**config.mk**
```make
export PLATFORM = sky130hd
export DESIGN_NAME = sync_fifo_wr_arbiter
export DESIGN_NICKNAME = d
export VERILOG_FILES = /design/src/rtl/sync_fifo_arb_pkg.sv /design/src/rtl/rr_priority_picker.sv /design/src/rtl/sync_fifo_wr_arbiter.sv
export SDC_FILE = /design/constraint.sdc
export NUM_CORES = 1
export LEC_CHECK = 0
export CORE_UTILIZATION = 30
export CTS_CLUSTER_DIAMETER = 120
export DETAILED_ROUTE_END_ITERATION = 6
export PLACE_DENSITY = 0.95
export SETUP_SLACK_MARGIN = 0.2
export SLEW_MARGIN = 40
export SYNTH_ARGS = -nofsm -noshare
export SYNTH_HDL_FRONTEND = slang
export SYNTH_SLANG_ARGS = --single-unit
```
**constraint.sdc**
```tcl
create_clock -name clk_i -period 3.7 [get_ports clk_i]
set_input_delay 0.74 -clock clk_i [delete_from_list [all_inputs] [get_ports clk_i]]
set_output_delay 0.74 -clock clk_i [all_outputs]
set_load 0.1 [all_outputs]
```
**src/rtl/sync_fifo_arb_pkg.sv**
```systemverilog
// Shared types and round-robin pick helper for the FIFO write-side arbiter.
package sync_fifo_arb_pkg;

    typedef enum logic [0:0] {IDLE, GRANT} arb_state_t;

    localparam int unsigned STATS_W = 16;

    // Widest requester set the pick helper supports.
    localparam int unsigned MAX_REQ = 32;
    localparam int unsigned IDX_W   = 5;

    typedef struct packed {
        logic             found;
        logic [IDX_W-1:0] idx;
    } rr_pick_t;

    // Rotate valid so ptr sits at bit 0, take the lowest set bit, un-rotate the index.
    // Only the first n bits of valid take part; n need not be a power of two.
    function automatic rr_pick_t rr_pick(input logic [MAX_REQ-1:0] valid,
                                         input logic [IDX_W-1:0]   ptr,
                                         input int unsigned        n);
        rr_pick_t         res;
        logic [MAX_REQ-1:0] rot;
        int unsigned      j;
        res = '0;
        rot = '0;
        for (int unsigned i = 0; i < MAX_REQ; i++) begin
            if (i < n) begin
                j = 32'(ptr) + i;
                if (j >= n) j = j - n;
                rot[i] = valid[j[IDX_W-1:0]];
            end
        end
        // Scan downward so the lowest set rotated bit is written last and wins.
        for (int unsigned i = MAX_REQ; i > 0; i--) begin
            if (rot[i-1]) begin
                j = 32'(ptr) + i - 1;
                if (j >= n) j = j - n;
                res.found = 1'b1;
                res.idx   = j[IDX_W-1:0];
            end
        end
        return res;
    endfunction

endpackage

```
**src/rtl/rr_priority_picker.sv**
```systemverilog
// Combinational round-robin picker: first valid index at or above ptr_i, with wrap.
module rr_priority_picker
    import sync_fifo_arb_pkg::*;
#(
    parameter int unsigned N = 4
) (
    input  logic [N-1:0]         valid_i,
    input  logic [$clog2(N)-1:0] ptr_i,
    output logic                 found_o,
    output logic [$clog2(N)-1:0] idx_o
);

    localparam int unsigned PTR_W = $clog2(N);

    rr_pick_t pick;

    // Rotate / priority-encode / un-rotate via the shared helper.
    always_comb begin
        pick    = rr_pick(MAX_REQ'(valid_i), IDX_W'(ptr_i), N);
        found_o = pick.found;
        idx_o   = PTR_W'(pick.idx);
    end

endmodule

```
**src/rtl/sync_fifo_wr_arbiter.sv**
```systemverilog
// Round-robin arbiter sharing one synchronous FIFO write port between N_REQ producers.
// A grant is held for up to MAX_BURST accepted words; each release costs one IDLE cycle.
// Optional per-requester beat counters are built when SYNC_FIFO_ARB_STATS_EN is defined.
module sync_fifo_wr_arbiter
    import sync_fifo_arb_pkg::*;
#(
    parameter int unsigned N_REQ      = 4,
    parameter int unsigned DATA_WIDTH = 32,
    parameter int unsigned MAX_BURST  = 8
) (
    input  logic                        clk_i,
    input  logic                        rst_i,
    input  logic [N_REQ-1:0]            req_valid_i,
    input  logic [N_REQ*DATA_WIDTH-1:0] req_data_i,
    output logic [N_REQ-1:0]            req_ready_o,
    input  logic                        fifo_full_i,
    output logic                        fifo_write_o,
    output logic [DATA_WIDTH-1:0]       fifo_wr_data_o,
    output logic [N_REQ-1:0]            grant_o,
    output logic                        busy_o
`ifdef SYNC_FIFO_ARB_STATS_EN
    ,
    input  logic                        stats_clr_i,
    output logic [N_REQ*STATS_W-1:0]    grant_cnt_o
`endif
);

    localparam int unsigned PTR_W = $clog2(N_REQ);
    localparam int unsigned CNT_W = $clog2(MAX_BURST) + 1;
    localparam logic [CNT_W-1:0] LAST_BEAT = CNT_W'(MAX_BURST - 1);
    localparam logic [PTR_W-1:0] LAST_REQ  = PTR_W'(N_REQ - 1);

    arb_state_t       state_q, state_d;
    logic [N_REQ-1:0] grant_q, grant_d;
    logic [PTR_W-1:0] owner_q, owner_d;
    logic [PTR_W-1:0] rr_ptr_q, rr_ptr_d;
    logic [CNT_W-1:0] burst_cnt_q, burst_cnt_d;

    logic             pick_found;
    logic [PTR_W-1:0] pick_idx;
    logic             owner_valid;
    logic             beat;
    logic             release_grant;

    rr_priority_picker #(
        .N (N_REQ)
    ) u_picker (
        .valid_i (req_valid_i),
        .ptr_i   (rr_ptr_q),
        .found_o (pick_found),
        .idx_o   (pick_idx)
    );

    // Handshake and write-port drive; ready follows fifo_full_i combinationally.
    always_comb begin
        owner_valid    = |(req_valid_i & grant_q);
        beat           = (state_q == GRANT) && owner_valid && !fifo_full_i;
        fifo_write_o   = beat;
        req_ready_o    = ((state_q == GRANT) && !fifo_full_i) ? grant_q : '0;
        fifo_wr_data_o = '0;
        for (int unsigned i = 0; i < N_REQ; i++) begin
            fifo_wr_data_o = fifo_wr_data_o
                           | (req_data_i[i*DATA_WIDTH +: DATA_WIDTH] & {DATA_WIDTH{grant_q[i]}});
        end
        grant_o = grant_q;
        busy_o  = (state_q == GRANT);
    end

    // Next-state: arbitrate in IDLE, count beats and release in GRANT.
    always_comb begin
        state_d       = state_q;
        grant_d       = grant_q;
        owner_d       = owner_q;
        rr_ptr_d      = rr_ptr_q;
        burst_cnt_d   = burst_cnt_q;
        release_grant = 1'b0;
        unique case (state_q)
            IDLE: begin
                if (pick_found) begin
                    state_d     = GRANT;
                    grant_d     = N_REQ'(1) << pick_idx;
                    owner_d     = pick_idx;
                    burst_cnt_d = '0;
                end
            end
            GRANT: begin
                if (!owner_valid) begin
                    release_grant = 1'b1;
                end else if (!fifo_full_i) begin
                    if (burst_cnt_q == LAST_BEAT) release_grant = 1'b1;
                    else                          burst_cnt_d = burst_cnt_q + CNT_W'(1);
                end
                // Full with owner valid: everything holds.
                if (release_grant) begin
                    state_d     = IDLE;
                    grant_d     = '0;
                    burst_cnt_d = '0;
                    rr_ptr_d    = (owner_q == LAST_REQ) ? '0 : owner_q + PTR_W'(1);
                end
            end
            default: state_d = IDLE;
        endcase
    end

    // Arbiter state registers.
    always_ff @(posedge clk_i or posedge rst_i) begin
        if (rst_i) begin
            state_q     <= IDLE;
            grant_q     <= '0;
            owner_q     <= '0;
            rr_ptr_q    <= '0;
            burst_cnt_q <= '0;
        end else begin
            state_q     <= state_d;
            grant_q     <= grant_d;
            owner_q     <= owner_d;
            rr_ptr_q    <= rr_ptr_d;
            burst_cnt_q <= burst_cnt_d;
        end
    end

`ifdef SYNC_FIFO_ARB_STATS_EN
    logic [STATS_W-1:0] cnt_q [N_REQ];
    logic [STATS_W-1:0] cnt_d [N_REQ];

    // Saturating beat counters; clear wins over a same-cycle increment.
    always_comb begin
        for (int unsigned i = 0; i < N_REQ; i++) begin
            cnt_d[i] = cnt_q[i];
            if (stats_clr_i)                               cnt_d[i] = '0;
            else if (beat && grant_q[i] && (cnt_q[i] != '1)) cnt_d[i] = cnt_q[i] + STATS_W'(1);
            grant_cnt_o[i*STATS_W +: STATS_W] = cnt_q[i];
        end
    end

    // Counter registers.
    always_ff @(posedge clk_i or posedge rst_i) begin
        if (rst_i) begin
            for (int unsigned i = 0; i < N_REQ; i++) cnt_q[i] <= '0;
        end else begin
            for (int unsigned i = 0; i < N_REQ; i++) cnt_q[i] <= cnt_d[i];
        end
    end
`endif

endmodule

```
==> impl_metrics.env <==
export IMPL_hold_buffers=0
export IMPL_clockRootBuffer="clkbuf_8"
export IMPL_leakage_uw=0.00153
export IMPL_reg2reg_to="burst_cnt_q[0]"
export IMPL_grt_pass1_vias=2561
export IMPL_fin_skew_ns=0.00335
export IMPL_fin_cells=462
export IMPL_cpPeakStageDelay_ns=0.50
export IMPL_yosysSeqAreaShare=0.186
export IMPL_drtAntennaViolNets=0
export IMPL_path_class="in -> out"
export IMPL_relSlewSlack=0.618
export IMPL_synth_top_cells_by_area="a22oi_1 28%, dfrtp_1 19%, nand2_1 7.7%"
export IMPL_cp_start_kind="primary input"
export IMPL_ir_worst_vdd_mv=0.577
export IMPL_hold_start="burst_cnt_q[3]"
export IMPL_r2r_start="rr_ptr_q[1]"
export IMPL_yosysMostFrequentCell="a22oi_1"
export IMPL_dr_total_vias=2577
export IMPL_period_minus_slack_ns=2.99
export IMPL_grtUsageTotal=0.252
export IMPL_drive_gt1_frac=0.167
export IMPL_grt_max_degree=29
export IMPL_path_cells="clkdlybuf4s50_1 > a22o_1 > or2_2 > and2_1 > buf_4"
export IMPL_antenna_cells=0
export IMPL_clk_latency_ns=0.24
export IMPL_synth_common_cells="65 x a22oi_1, 36 x nand2_1, 16 x clkbuf_1, 13 x dfrtp_1, 8 x o21ai_0"
export IMPL_h_tree_depth=1
export IMPL_cts_sinks=13
export IMPL_synth_edf_count=0
export IMPL_setup_tns_ns=0
export IMPL_holdPathEnd="burst_cnt_q[3]"
export IMPL_finalSetupViolations=0
export IMPL_place_congestion=0.909
export IMPL_reg2reg_slack_ns=0.88
export IMPL_synth_cell_area_um2=1750
export IMPL_initial_core_util=0.314
export IMPL_clk_pin_slew_ns=0.05
export IMPL_synth_nets=369
export IMPL_syn_avg_cell_area_um2=7.71
export IMPL_cts_made_buffers=3
export IMPL_slowest_stage="clkdlybuf4s50_1"
export IMPL_yosys_area_top_type_share=0.279
export IMPL_crit_family="buffers and inverters"
export IMPL_dr_pass1_iters=4
export IMPL_min_path_cells=1
export IMPL_ys_types=42
export IMPL_ys_flop_type="dfrtp_1"
export IMPL_yosys_area_top_type="a22oi_1"
export IMPL_post_place_ws_ns=0.722
export IMPL_outcome="completed"
export IMPL_cts_resized_gates=0
export IMPL_power_density_nw_per_um2=813
export IMPL_viasPerCell=5.58
export IMPL_drv_slew=0
export IMPL_die_area_um2=6140
export IMPL_grt_pass1_wl_mm=12.2
export IMPL_cts_tree="done"
export IMPL_row_count=27
export IMPL_antenna_found_initial=0
export IMPL_fin_crit_sh=0.807
export IMPL_yosysWarnings=0
export IMPL_crit_arrival_ns=2.25
export IMPL_post_cts_buffers=0
export IMPL_cap_violations=0
export IMPL_cts_buffer_depth=2
export IMPL_ys_seq_elements=13
export IMPL_area_growth_pct=98.7
export IMPL_r2r_cells=7
export IMPL_dieWidth_um=78.4
export IMPL_drt_iter0_drc=134
export IMPL_synthArstFlopShare=1.00
export IMPL_remaining_drc_errors=0
export IMPL_critPathBufInv=2
export IMPL_max_freq_mhz=335
export IMPL_final_util=0.624
export IMPL_num_io_pins=177
export IMPL_hold_viol=0
export IMPL_finalWorstSetupSlack_ns=0.715
export IMPL_io_buffers=176
export IMPL_required_ns=2.96
export IMPL_rsz0062_at_grt="no"
export IMPL_postSynthCellCount=227
export IMPL_place_hpwl_mm=6.31
export IMPL_dp_cells=458
export IMPL_dieHeight_um=78.4
export IMPL_grt_remaining_overflow=0
export IMPL_min_path_type="reg -> reg"
export IMPL_final_nets=533
export IMPL_core_um2=5570
export IMPL_wl_mm=7.90
export IMPL_crit_path_max_fanout=6
export IMPL_tightest_slew_ns=0.558
export IMPL_wl_per_cell_um=17.1
export IMPL_endpoint_kind="output pin"
## through the flow
stage          hold slack (ns)  area, um2  power, uW
2_1_floorplan            0.438       1750       2150
3_3_place_gp             0.461       3430       2650
3_5_place_dp             0.487       3430       2700
4_1_cts                  0.494       3480       2830
5_1_grt                  0.544       3480       2970
6_report                 0.497       3480       2830
## worst register-to-register path: cells and delay by family (launching register included)
kind / cells / cell delay, ns
compound gates: 2 / 0.79
flops: 1 / 0.55
fa+ha+maj: 1 / 0.49
mux: 2 / 0.66
buf+inv: 1 / 0.12
simple gates: 1 / 0.09
## cell families (layout without fill, tap and decap cells)
group,after synthesis,count (layout),share of synthesized area
AND/OR/NAND/NOR,64,64,0.170
flip-flops,13,13,0.186
adder cells (fa/ha/maj),7,7,0.0500
AO/OA/AOI/OAI,104,104,0.445
buffers and inverters,27,190,0.0693
multiplexers,12,12,0.0801
## sequential cells by signal (all words and copies together), names as in the netlist
register,cells
busy_o,1
owner_q,2
grant_o,4
rr_ptr_q,2
burst_cnt_q,4
## worst max-delay path by stage
stage	from	endpoint	slack [ns]	cells past startpoint
after floorplan	grant_o[2]	fifo_wr_data_o[10]	0.68	4
after global placement	req_valid_i[0]	fifo_write_o	0.74	5
after detailed placement	req_valid_i[0]	fifo_write_o	0.72	5
after CTS	req_valid_i[0]	fifo_write_o	0.72	5
after global routing	req_valid_i[0]	fifo_write_o	0.66	5
final	req_valid_i[0]	fifo_write_o	0.71	5
## layout make-up
type / count / area (um2)
tap: 72 / 90.1
fill: 465 / 2100
inverter: 5 / 18.8
clock buffer: 4 / 45.0
sequential: 13 / 327
multi-input combinational: 187 / 1300
timing repair buffer: 181 / 1690
## power breakdown
group          internal, uW  total [uW]  switching [uW]
logic                   686        2420            1730
clock network          75.8         123            46.7
registers               189         289            99.6
## metal layers
| metal | up-vias | global-route usage | wire length, um |
|---|---|---|---|
| li1 | 1221 | - | - |
| met1 | 1205 | 0.290 | 2990 |
| met2 | 141 | 0.473 | 4180 |
| met3 | 10 | 0.0581 | 650 |
| met4 | 0 | 0.0426 | 87 |
| met5 | - | 0 | 0 |
## placed cells by master (no fill, tap or decap), drive strengths merged, types with 3 or more instances in the layout
master,instances
a22oi,65
inv,5
nand3,3
clkbuf,4
o21ai,8
nor2,7
clkdlybuf4s50,134
nand2,37
buf,47
mux2,10
and2,5
dfrtp,13
a22o,7
a21oi,6
ha,7
Note: power is estimated with default switching activity, not from simulation.
